**config.mk**
```make
export PLATFORM = sky130hd
export DESIGN_NAME = instr_field_latch
export DESIGN_NICKNAME = d
export VERILOG_FILES = /design/src/rtl/sparc_isa_pkg.sv /design/src/rtl/instr_field_split.sv /design/src/rtl/instr_field_latch.sv
export SDC_FILE = /design/constraint.sdc
export NUM_CORES = 1
export LEC_CHECK = 0
export BUFFER_PORTS_ARGS = -buffer_cell sky130_fd_sc_hd__clkbuf_2
export CORE_MARGIN = 2
export CORE_UTILIZATION = 47
export CTS_BUF_LIST = sky130_fd_sc_hd__clkbuf_8
export DETAILED_ROUTE_END_ITERATION = 16
export GPL_TIMING_DRIVEN = 0
export HOLD_SLACK_MARGIN = 0.1
export PLACE_DENSITY = 0.75
export SLEW_MARGIN = 20
export SYNTH_ARGS = -nofsm -noshare
export SYNTH_HDL_FRONTEND = slang
export SYNTH_SLANG_ARGS = --single-unit
```
**constraint.sdc**
```tcl
create_clock -name clk -period 1.5 [get_ports clk]
set_input_delay 0.15 -clock clk [delete_from_list [all_inputs] [get_ports clk]]
set_output_delay 0.15 -clock clk [all_outputs]
set_load 0.05 [all_outputs]
```
**src/rtl/sparc_isa_pkg.sv**
```systemverilog
// rtl/sparc_isa_pkg.sv - SPARC instruction field positions, op encodings, decoded field bundle
// Purpose: shared constants and types for the instruction field latch.
//   Field bit positions, op encodings, illegal op2/op3 lists, the decoded
//   field struct, the skid-stage state type and an illegal-encoding helper.
package sparc_isa_pkg;

    localparam int OP_HI     = 31;
    localparam int OP_LO     = 30;
    localparam int RD_HI     = 29;
    localparam int RD_LO     = 25;
    localparam int OP2_HI    = 24;
    localparam int OP2_LO    = 22;
    localparam int OP3_HI    = 24;
    localparam int OP3_LO    = 19;
    localparam int RS1_HI    = 18;
    localparam int RS1_LO    = 14;
    localparam int I_BIT     = 13;
    localparam int RS2_HI    = 4;
    localparam int RS2_LO    = 0;
    localparam int SIMM13_HI = 12;
    localparam int SIMM13_LO = 0;
    localparam int DISP22_HI = 21;
    localparam int DISP22_LO = 0;
    localparam int DISP30_HI = 29;
    localparam int DISP30_LO = 0;
    localparam int COND_HI   = 28;
    localparam int COND_LO   = 25;
    localparam int ANNUL_BIT = 29;

    localparam logic [1:0] OP_BRANCH = 2'b00;
    localparam logic [1:0] OP_CALL   = 2'b01;
    localparam logic [1:0] OP_ARITH  = 2'b10;
    localparam logic [1:0] OP_MEM    = 2'b11;

    // Unimplemented format-2 op2 values, packed 3 bits per entry.
    localparam int               N_ILL_OP2    = 4;
    localparam logic [3*4-1:0]   ILL_OP2_LIST = {3'b000, 3'b001, 3'b011, 3'b101};

    // Unimplemented format-3 (op=10) op3 values, packed 6 bits per entry.
    localparam int               N_ILL_OP3    = 5;
    localparam logic [6*5-1:0]   ILL_OP3_LIST = {6'h09, 6'h0D, 6'h19, 6'h1D, 6'h2D};

    typedef struct packed {
        logic [1:0]  op;
        logic [4:0]  rd;
        logic [2:0]  op2;
        logic [5:0]  op3;
        logic [4:0]  rs1;
        logic        i;
        logic [4:0]  rs2;
        logic [12:0] simm13;
        logic [21:0] disp22;
        logic [29:0] disp30;
        logic [3:0]  cond;
        logic        annul;
    } sparc_fields_t;

    typedef enum logic [1:0] {
        ST_EMPTY = 2'd0,
        ST_FULL  = 2'd1,
        ST_SKID  = 2'd2
    } stage_state_t;

    function automatic logic is_illegal(input logic [31:0] word);
        logic ill;
        ill = 1'b0;
        if (word[OP_HI:OP_LO] == OP_BRANCH) begin
            for (int k = 0; k < N_ILL_OP2; k++) begin
                if (word[OP2_HI:OP2_LO] == ILL_OP2_LIST[k*3 +: 3]) ill = 1'b1;
            end
        end
        if (word[OP_HI:OP_LO] == OP_ARITH) begin
            for (int k = 0; k < N_ILL_OP3; k++) begin
                if (word[OP3_HI:OP3_LO] == ILL_OP3_LIST[k*6 +: 6]) ill = 1'b1;
            end
        end
        return ill;
    endfunction

endpackage

```
**src/rtl/instr_field_split.sv**
```systemverilog
// rtl/instr_field_split.sv - combinational slicing of a SPARC word into its format fields
// Ports:
//   instr  in  32  raw instruction word
//   fields out     sparc_fields_t, every format field driven at once
module instr_field_split
    import sparc_isa_pkg::*;
(
    input  logic [31:0]   instr,
    output sparc_fields_t fields
);

    always_comb begin
        fields.op     = instr[OP_HI:OP_LO];
        fields.rd     = instr[RD_HI:RD_LO];
        fields.op2    = instr[OP2_HI:OP2_LO];
        fields.op3    = instr[OP3_HI:OP3_LO];
        fields.rs1    = instr[RS1_HI:RS1_LO];
        fields.i      = instr[I_BIT];
        fields.rs2    = instr[RS2_HI:RS2_LO];
        fields.simm13 = instr[SIMM13_HI:SIMM13_LO];
        fields.disp22 = instr[DISP22_HI:DISP22_LO];
        fields.disp30 = instr[DISP30_HI:DISP30_LO];
        fields.cond   = instr[COND_HI:COND_LO];
        fields.annul  = instr[ANNUL_BIT];
    end

endmodule

```
**src/rtl/instr_field_latch.sv**
```systemverilog
// rtl/instr_field_latch.sv - 2-entry skid stage presenting pre-split SPARC instruction fields
// Optional macro: ILLEGAL_CHECK_EN (registers an illegal-encoding flag per entry).
// Ports:
//   clk, reset_n (async, active low), flush (sync discard)
//   in_valid/in_ready/in_instr/in_pc     upstream handshake
//   out_valid/out_ready/out_pc           downstream handshake
//   out_op .. out_annul                  fields sliced from the main register
//   out_illegal                          illegal-encoding flag (0 without the macro)
module instr_field_latch
    import sparc_isa_pkg::*;
#(
    parameter int IW   = 32,
    parameter int PC_W = 32
) (
    input  logic            clk,
    input  logic            reset_n,
    input  logic            flush,
    input  logic            in_valid,
    output logic            in_ready,
    input  logic [IW-1:0]   in_instr,
    input  logic [PC_W-1:0] in_pc,
    output logic            out_valid,
    input  logic            out_ready,
    output logic [PC_W-1:0] out_pc,
    output logic [1:0]      out_op,
    output logic [4:0]      out_rd,
    output logic [2:0]      out_op2,
    output logic [5:0]      out_op3,
    output logic [4:0]      out_rs1,
    output logic            out_i,
    output logic [4:0]      out_rs2,
    output logic [12:0]     out_simm13,
    output logic [21:0]     out_disp22,
    output logic [29:0]     out_disp30,
    output logic [3:0]      out_cond,
    output logic            out_annul,
    output logic            out_illegal
);

    stage_state_t    state_q, state_d;
    logic            in_ready_q;
    logic [IW-1:0]   main_instr_q, skid_instr_q;
    logic [PC_W-1:0] main_pc_q, skid_pc_q;

    logic accept, consume;
    logic load_main_in, load_main_skid, load_skid;

    assign out_valid = (state_q != ST_EMPTY);
    assign in_ready  = in_ready_q;
    assign accept    = in_valid && in_ready_q;
    assign consume   = out_valid && out_ready;

    always_comb begin
        state_d        = state_q;
        load_main_in   = 1'b0;
        load_main_skid = 1'b0;
        load_skid      = 1'b0;
        case (state_q)
            ST_EMPTY: begin
                if (accept) begin
                    state_d      = ST_FULL;
                    load_main_in = 1'b1;
                end
            end
            ST_FULL: begin
                if (accept && consume) begin
                    load_main_in = 1'b1;
                end else if (accept) begin
                    state_d   = ST_SKID;
                    load_skid = 1'b1;
                end else if (consume) begin
                    state_d = ST_EMPTY;
                end
            end
            ST_SKID: begin
                // in_ready is low here, so only a consume can move the stage.
                if (consume) begin
                    state_d        = ST_FULL;
                    load_main_skid = 1'b1;
                end
            end
            default: state_d = ST_EMPTY;
        endcase
        // Flush overrides everything; a word accepted in the same cycle is dropped.
        if (flush) begin
            state_d        = ST_EMPTY;
            load_main_in   = 1'b0;
            load_main_skid = 1'b0;
            load_skid      = 1'b0;
        end
    end

    always_ff @(posedge clk or negedge reset_n) begin
        if (!reset_n) begin
            state_q    <= ST_EMPTY;
            in_ready_q <= 1'b0;
        end else begin
            state_q    <= state_d;
            // Registered from the next state so upstream never sees out_ready combinationally.
            in_ready_q <= (state_d != ST_SKID);
        end
    end

    always_ff @(posedge clk or negedge reset_n) begin
        if (!reset_n) begin
            main_instr_q <= '0;
            main_pc_q    <= '0;
            skid_instr_q <= '0;
            skid_pc_q    <= '0;
        end else begin
            if (load_main_in) begin
                main_instr_q <= in_instr;
                main_pc_q    <= in_pc;
            end else if (load_main_skid) begin
                main_instr_q <= skid_instr_q;
                main_pc_q    <= skid_pc_q;
            end
            if (load_skid) begin
                skid_instr_q <= in_instr;
                skid_pc_q    <= in_pc;
            end
        end
    end

`ifdef ILLEGAL_CHECK_EN
    logic main_ill_q, skid_ill_q;

    always_ff @(posedge clk or negedge reset_n) begin
        if (!reset_n) begin
            main_ill_q <= 1'b0;
            skid_ill_q <= 1'b0;
        end else begin
            if (load_main_in) begin
                main_ill_q <= is_illegal(in_instr);
            end else if (load_main_skid) begin
                main_ill_q <= skid_ill_q;
            end
            if (load_skid) begin
                skid_ill_q <= is_illegal(in_instr);
            end
        end
    end

    assign out_illegal = main_ill_q;
`else
    assign out_illegal = 1'b0;
`endif

    sparc_fields_t fields;

    instr_field_split u_split (
        .instr  (main_instr_q),
        .fields (fields)
    );

    assign out_pc     = main_pc_q;
    assign out_op     = fields.op;
    assign out_rd     = fields.rd;
    assign out_op2    = fields.op2;
    assign out_op3    = fields.op3;
    assign out_rs1    = fields.rs1;
    assign out_i      = fields.i;
    assign out_rs2    = fields.rs2;
    assign out_simm13 = fields.simm13;
    assign out_disp22 = fields.disp22;
    assign out_disp30 = fields.disp30;
    assign out_cond   = fields.cond;
    assign out_annul  = fields.annul;

endmodule

```
=== Yosys cells after proc, flatten, opt, wreduce, memory -nomap -nowiden ===
Cells that the tools add are included.

* Logic and storage cells: 36
* Register bits: 131
* Bits of input ports: 69
* Output and inout bits: 132

* Equality and inequality tests: 3
* Reductions and logical operators: 6
* Mux-type cells: 21

{| class="wikitable"
|+ Operator list
! cell !! number
|-
| 32-bit two-way mux || 4
|-
| 2-bit two-way mux || 6
|-
| 1-bit two-way mux || 9
|-
| 2-bit case mux with 3 select lines || 1
|-
| 2-bit nonzero test || 2
|-
| 1-bit logical AND || 3
|-
| 2-bit by 1-bit equality test with 1-bit output, second input constant || 1
|-
| 2-bit equality test, second input constant || 1
|-
| 2-bit zero test || 1
|-
| 2-bit inequality test, second input constant || 1
|-
| 1-bit case mux with 2 select lines || 1
|}

=== Depth between registers and ports, before layout ===
* Depth after elaboration: 8
* Gate-level depth with buffers: 7
* Gate-level depth less buffers: 4

=== Cells and area by module ===
Synthesis repeated with hierarchy kept, for this count alone.

* Cells, all modules: 466
* Area, all modules: 6238.5 sq um

{| class="wikitable"
|+ Modules (own cells, without submodules)
! module !! instances !! area each (sq um) !! sequential area each (sq um) !! cells each
|-
| instr_field_latch || 1 || 5510.3 || 3278.1 || 369
|-
| instr_field_split || 1 || 728.2 || 0.0 || 97
|}

=== Worst setup path after synthesis ===
Ideal clock, no wire load.

* Path kind: register to register
* Start: register in_ready_q, in the netlist in_ready
* End: register skid_instr_q[0]
* Path slack: -295 ps
* Library setup time: 128 ps
* Stages on the path, launching flop included: 7
* Arrival: 1667 ps
* Period minus slack after synthesis: 1795 ps
* Data required time: 1372 ps
* Buffers on the path: 2
* Cell sequence: dfrtp_1 -> nand2_1 -> nor2_1 -> nand3_1 -> buf_2 -> buf_2 -> mux2_1

* Longest elaborated chain between the ends: 5
* Elaborated cells between the ends (all ways): 6
* Those cells by class: mux: 4; reduce/logical: 2

{| class="wikitable"
|+ Ends and longest elaborated chain
! what !! RTL line !! text
|-
| from (decl) || instr_field_latch.sv:41 || <nowiki>logic in_ready_q;</nowiki>
|-
| from (signal assigned) || instr_field_latch.sv:100 || <nowiki>in_ready_q <= (state_d != ST_SKID);</nowiki>
|-
| 1-bit logical AND * || instr_field_latch.sv:50 || <nowiki>assign accept = in_valid && in_ready_q;</nowiki>
|-
| 1-bit two-way mux / 1-bit logical AND (equally long branches) || instr_field_latch.sv:68, instr_field_latch.sv:66 ||
|-
| 1-bit two-way mux * || instr_field_latch.sv:66 || <nowiki>if (accept && consume) begin</nowiki>
|-
| 1-bit two-way mux * || instr_field_latch.sv:58 || <nowiki>case (state_q)</nowiki>
|-
| 1-bit two-way mux * || instr_field_latch.sv:85 || <nowiki>if (flush) begin</nowiki>
|-
| to (signal assigned) || instr_field_latch.sv:119 || <nowiki>skid_instr_q <= in_instr;</nowiki>
|-
| to (decl) || instr_field_latch.sv:42 || <nowiki>logic [IW-1:0] main_instr_q, skid_instr_q;</nowiki>
|}

Mark *: on every way between the ends. The rest lies on a longest branch, timed or not.
A chain may end at the register's enable or synchronous reset.

=== Worst setup path after layout ===
* Start: register state_q[0]
* End: register main_instr_q[1]

* Longest elaborated chain between the ends: 7
* Elaborated cells between the ends (all ways): 14
* Those cells by class: eq/ne: 2; mux: 7; reduce/logical: 5

{| class="wikitable"
|+ Ends and longest elaborated chain
! what !! RTL line !! text
|-
| from (decl) || instr_field_latch.sv:40 || <nowiki>stage_state_t state_q, state_d;</nowiki>
|-
| from (signal assigned) || instr_field_latch.sv:98 || <nowiki>state_q <= state_d;</nowiki>
|-
| 2-bit nonzero test || instr_field_latch.sv:48 || <nowiki>assign out_valid = (state_q != ST_EMPTY);</nowiki>
|-
| 1-bit logical AND || instr_field_latch.sv:51 || <nowiki>assign consume = out_valid && out_ready;</nowiki>
|-
| 1-bit logical AND || instr_field_latch.sv:66 ||
|-
| 1-bit two-way mux || instr_field_latch.sv:66 ||
|-
| 1-bit case mux with 2 select lines || instr_field_latch.sv:58 ||
|-
| 1-bit two-way mux || instr_field_latch.sv:85 ||
|-
| 32-bit two-way mux / 2-bit nonzero test (equally long branches) || -- ||
|-
| to (signal assigned) || instr_field_latch.sv:112 || <nowiki>main_instr_q <= in_instr;</nowiki>
|-
| to (signal assigned) || instr_field_latch.sv:115 || <nowiki>main_instr_q <= skid_instr_q;</nowiki>
|-
| to (decl) || instr_field_latch.sv:42 ||
|}

Several ways; a longest one is shown, not always the timed one.

==> run_results.csv <==
group,metric,value,unit
sta,rsz0062_at_grt,"true",
logic_synthesis,synthFlopType,"dfrtp_1",
power_and_ir_drop,p_leak,0.00437,uW
sta,finalCritPeriodShare,1.08,
global_route,grt_pass1_vias,4898,
global_route,antenna_found_initial,0,
floorplanning,dieArea,13800,sq um
logic_synthesis,synthesis.nets,566,
setup_path,crit_required,1.83,ns
clock_tree,clock_latency,0.44,ns
sta,max-slew-margin-rel,0.666,
sta,finalHoldViolCount,0,
detailed_routing,vias,4722,
clock_tree,clock_path_buffers,2,
final_layout,final_core_util,0.716,
setup_path,cp-end-kind,"flop",
setup_path,crit_fanout,5,
logic_synthesis,synth_edf_count,0,
setup_path,cp-start-kind,"flop",
placed_design,io_buffer_count,199,
logic_synthesis,synth_most_common_cell,"dfrtp_1",
logic_synthesis,yosys.area.top_type_share,0.543,
floorplanning,die_h,117,um
logic_synthesis,synthCells,497,
global_route,grt-ovfl-total,0,
clock_tree,cts.sinks,131,
final_layout,layout.cells.non_filler,987,
sta,finalSetupViolCount,65,
final_layout,syn2layout_area_growth,48.9,%
logic_synthesis,netlist_area,6040,sq um
sta,worst_slew_pin_slew,0.501,ns
placed_design,detailedPlace.worstSlack,-0.216,ns
placed_design,gp_congestion,0.775,
power_and_ir_drop,total_power,13300,uW
run_status,violations,"negative setup slack",
global_route,grt_pass1_wl,24.6,mm
detailed_routing,wirelength,15.4,mm
floorplanning,initial_core_util,0.480,
logic_synthesis,avgSynthCellArea,12.1,sq um
final_layout,num-nets-final,871,
power_and_ir_drop,ir_drop,0.882,mV
floorplanning,placementRows,41,
placed_design,placed_cells,869,
global_route,grt_max_degree,72,
run,cap_violations,0,
run_status,outcome,"finished, violations left",
setup_path,worstPathArrival,1.95,ns
logic_synthesis,yosys_register_bits,131,
sta,fin_ws,-0.122,ns
final_layout,register_area,3280,sq um
sta,drv_slew,0,
logic_synthesis,netlist_top_cells_area,"dfrtp_1 (54%), mux2i_1 (11%), buf_4 (8.3%)",
final_layout,antenna_cells,0,
power_and_ir_drop,powerDensity,1480,nW/um^2
logic_synthesis,ys_warn_count,0,
sta,fin_worst_skew,0.0101,ns
floorplanning,core_area,12600,sq um
clock_tree,ctsRootBufferMaster,"clkbuf_8",
final_layout,drive_gt1_frac,0.496,
detailed_routing,first_iter_violations,253,
logic_synthesis,yosysUniqueCellTypes,22,
detailed_routing,viasPerCell,4.78,
setup_path,crit_type,"flop to flop",
sta,finalCriticalPeriod,1.62,ns
clock_tree,clk_pin_slew,0.07,ns
detailed_routing,drc,0,
global_route,grt_usage,0.224,
final_layout,nFillCells,862,
final_layout,multi_input_area,2160,sq um
clock_tree,cts_buffers,17,
worst_hold_path,hold_path.class,"primary input to flop",
logic_synthesis,synth_seq_area_share,0.543,
logic_synthesis,async_flop_share,1.00,
sta,hold_slack,0.264,ns
detailed_routing,drt-pass1-iter-count,4,
detailed_routing,ant_nets,0,
logic_synthesis,yosys.area.top_type,"dfrtp_1",
clock_tree,htree_num_levels,4,
placed_design,dp_hpwl,9.74,mm
floorplanning,fp.dieW,117,um
detailed_routing,wl_per_cell,15.6,um
logic_synthesis,netlist_top_cells_count,"dfrtp_1 (131), buf_4 (67), nand2_1 (67)",
sta,max_freq,617,MHz
floorplanning,ios,201,
clock_tree,cts_tree,"built",
[state kept, by name, summed over array words and instances, names as in the netlist]
name          flops
in_ready          1
main_instr_q     32
out_pc           32
skid_instr_q     32
skid_pc_q        32
state_q           2
[kinds of logic after synthesis]
kind of cell	share of synthesized area
mux	0.225
buf+inv	0.122
xor+xnor	0.00145
flops	0.543
compound gates	0.0545
other cells	0.000621
simple gates	0.0528
[timing repair]
action | 4_1_cts | 5_1_grt
hold endpoints to repair | 190 | 0
gates cloned | 1 | 7
pin swaps | 0 | 2
hold buffers | 67 | 0
setup buffers | 5 | 6
endpoints found under the setup margin | 108 | 112
resized for setup | 26 | 46
[metrics by stage]
step / setup TNS [ns] / area [sq um]
floorplan: -2.92 / 6130
global placement: -223.80 / 7350
detailed placement: -10.96 / 7380
CTS: -3.11 / 8640
global route: -9.52 / 8990
finish: -3.55 / 8990
[worst max-delay path: stages (launching register included)]
cell and delay, ns:
dfrtp_1 0.40, and2b_1 0.23, and3b_4 0.24, clkbuf_16 0.18, buf_12 0.13, mux2i_4 0.25
o21ai_2 0.08
[worst paths after layout]
kind,from,endpoint,slack [ns],cells past startpoint
max in group asynchronous,reset_n,main_instr_q[1],0.50,3
max,state_q[0],main_instr_q[1],-0.12,6
max reg2reg,state_q[0],main_instr_q[1],-0.12,6
min,in_valid,state_q[0],0.26,5
min in group asynchronous,reset_n,skid_instr_q[30],0.27,2
min reg2reg,skid_instr_q[20],skid_instr_q[20],0.50,1
[final cells by class]
class,instances,area share
Clock buffer,20,0.0306
Tap cell,172,0.0239
Sequential cell,131,0.365
Multi-Input combinational cell,272,0.240
Buffer,94,0.0984
Clock inverter,12,0.0179
Timing Repair Buffer,286,0.224
[power by group]
group	switching [uW]	total (uW)	internal (uW)
clock	1350	3270	1920
sequential	583	4970	4390
combinational	3330	5100	1760
total	5270	13300	8070
[layer usage]
| metal | wire length, um | vias to the layer above | part of all wire | GRT usage |
|---|---|---|---|---|
| li1 | - | 2236 | - | - |
| met4 | 353 | 0 | 0.023 | 0.0949 |
| met2 | 7930 | 154 | 0.51 | 0.384 |
| met3 | 696 | 33 | 0.045 | 0.0559 |
| met1 | 6430 | 2299 | 0.42 | 0.268 |
| met5 | 0 | - | 0 | 0 |
[cell usage in the layout (no fill, tap or decap), types with 2 or more instances in the layout]
cell             n
o21ai_2          3
buf_4           77
buf_6            5
inv_1            2
nand2_2          5
clkbuf_8        21
clkbuf_2       198
mux2i_1         59
buf_12           8
clkbuf_4         3
mux2i_4          2
mux2i_2          3
dfrtp_1        128
mux2_4          13
buf_16           2
dlygate4sd3_1   67
buf_8           12
bufinv_16        4
nand2_1         62
mux2_1          25
nor2_1           2
dfrtp_2          3
o21ai_1         61
clkinv_2         5
clkbuf_16        7
mux2_2          26
Note: power is estimated with default switching activity, not from simulation.
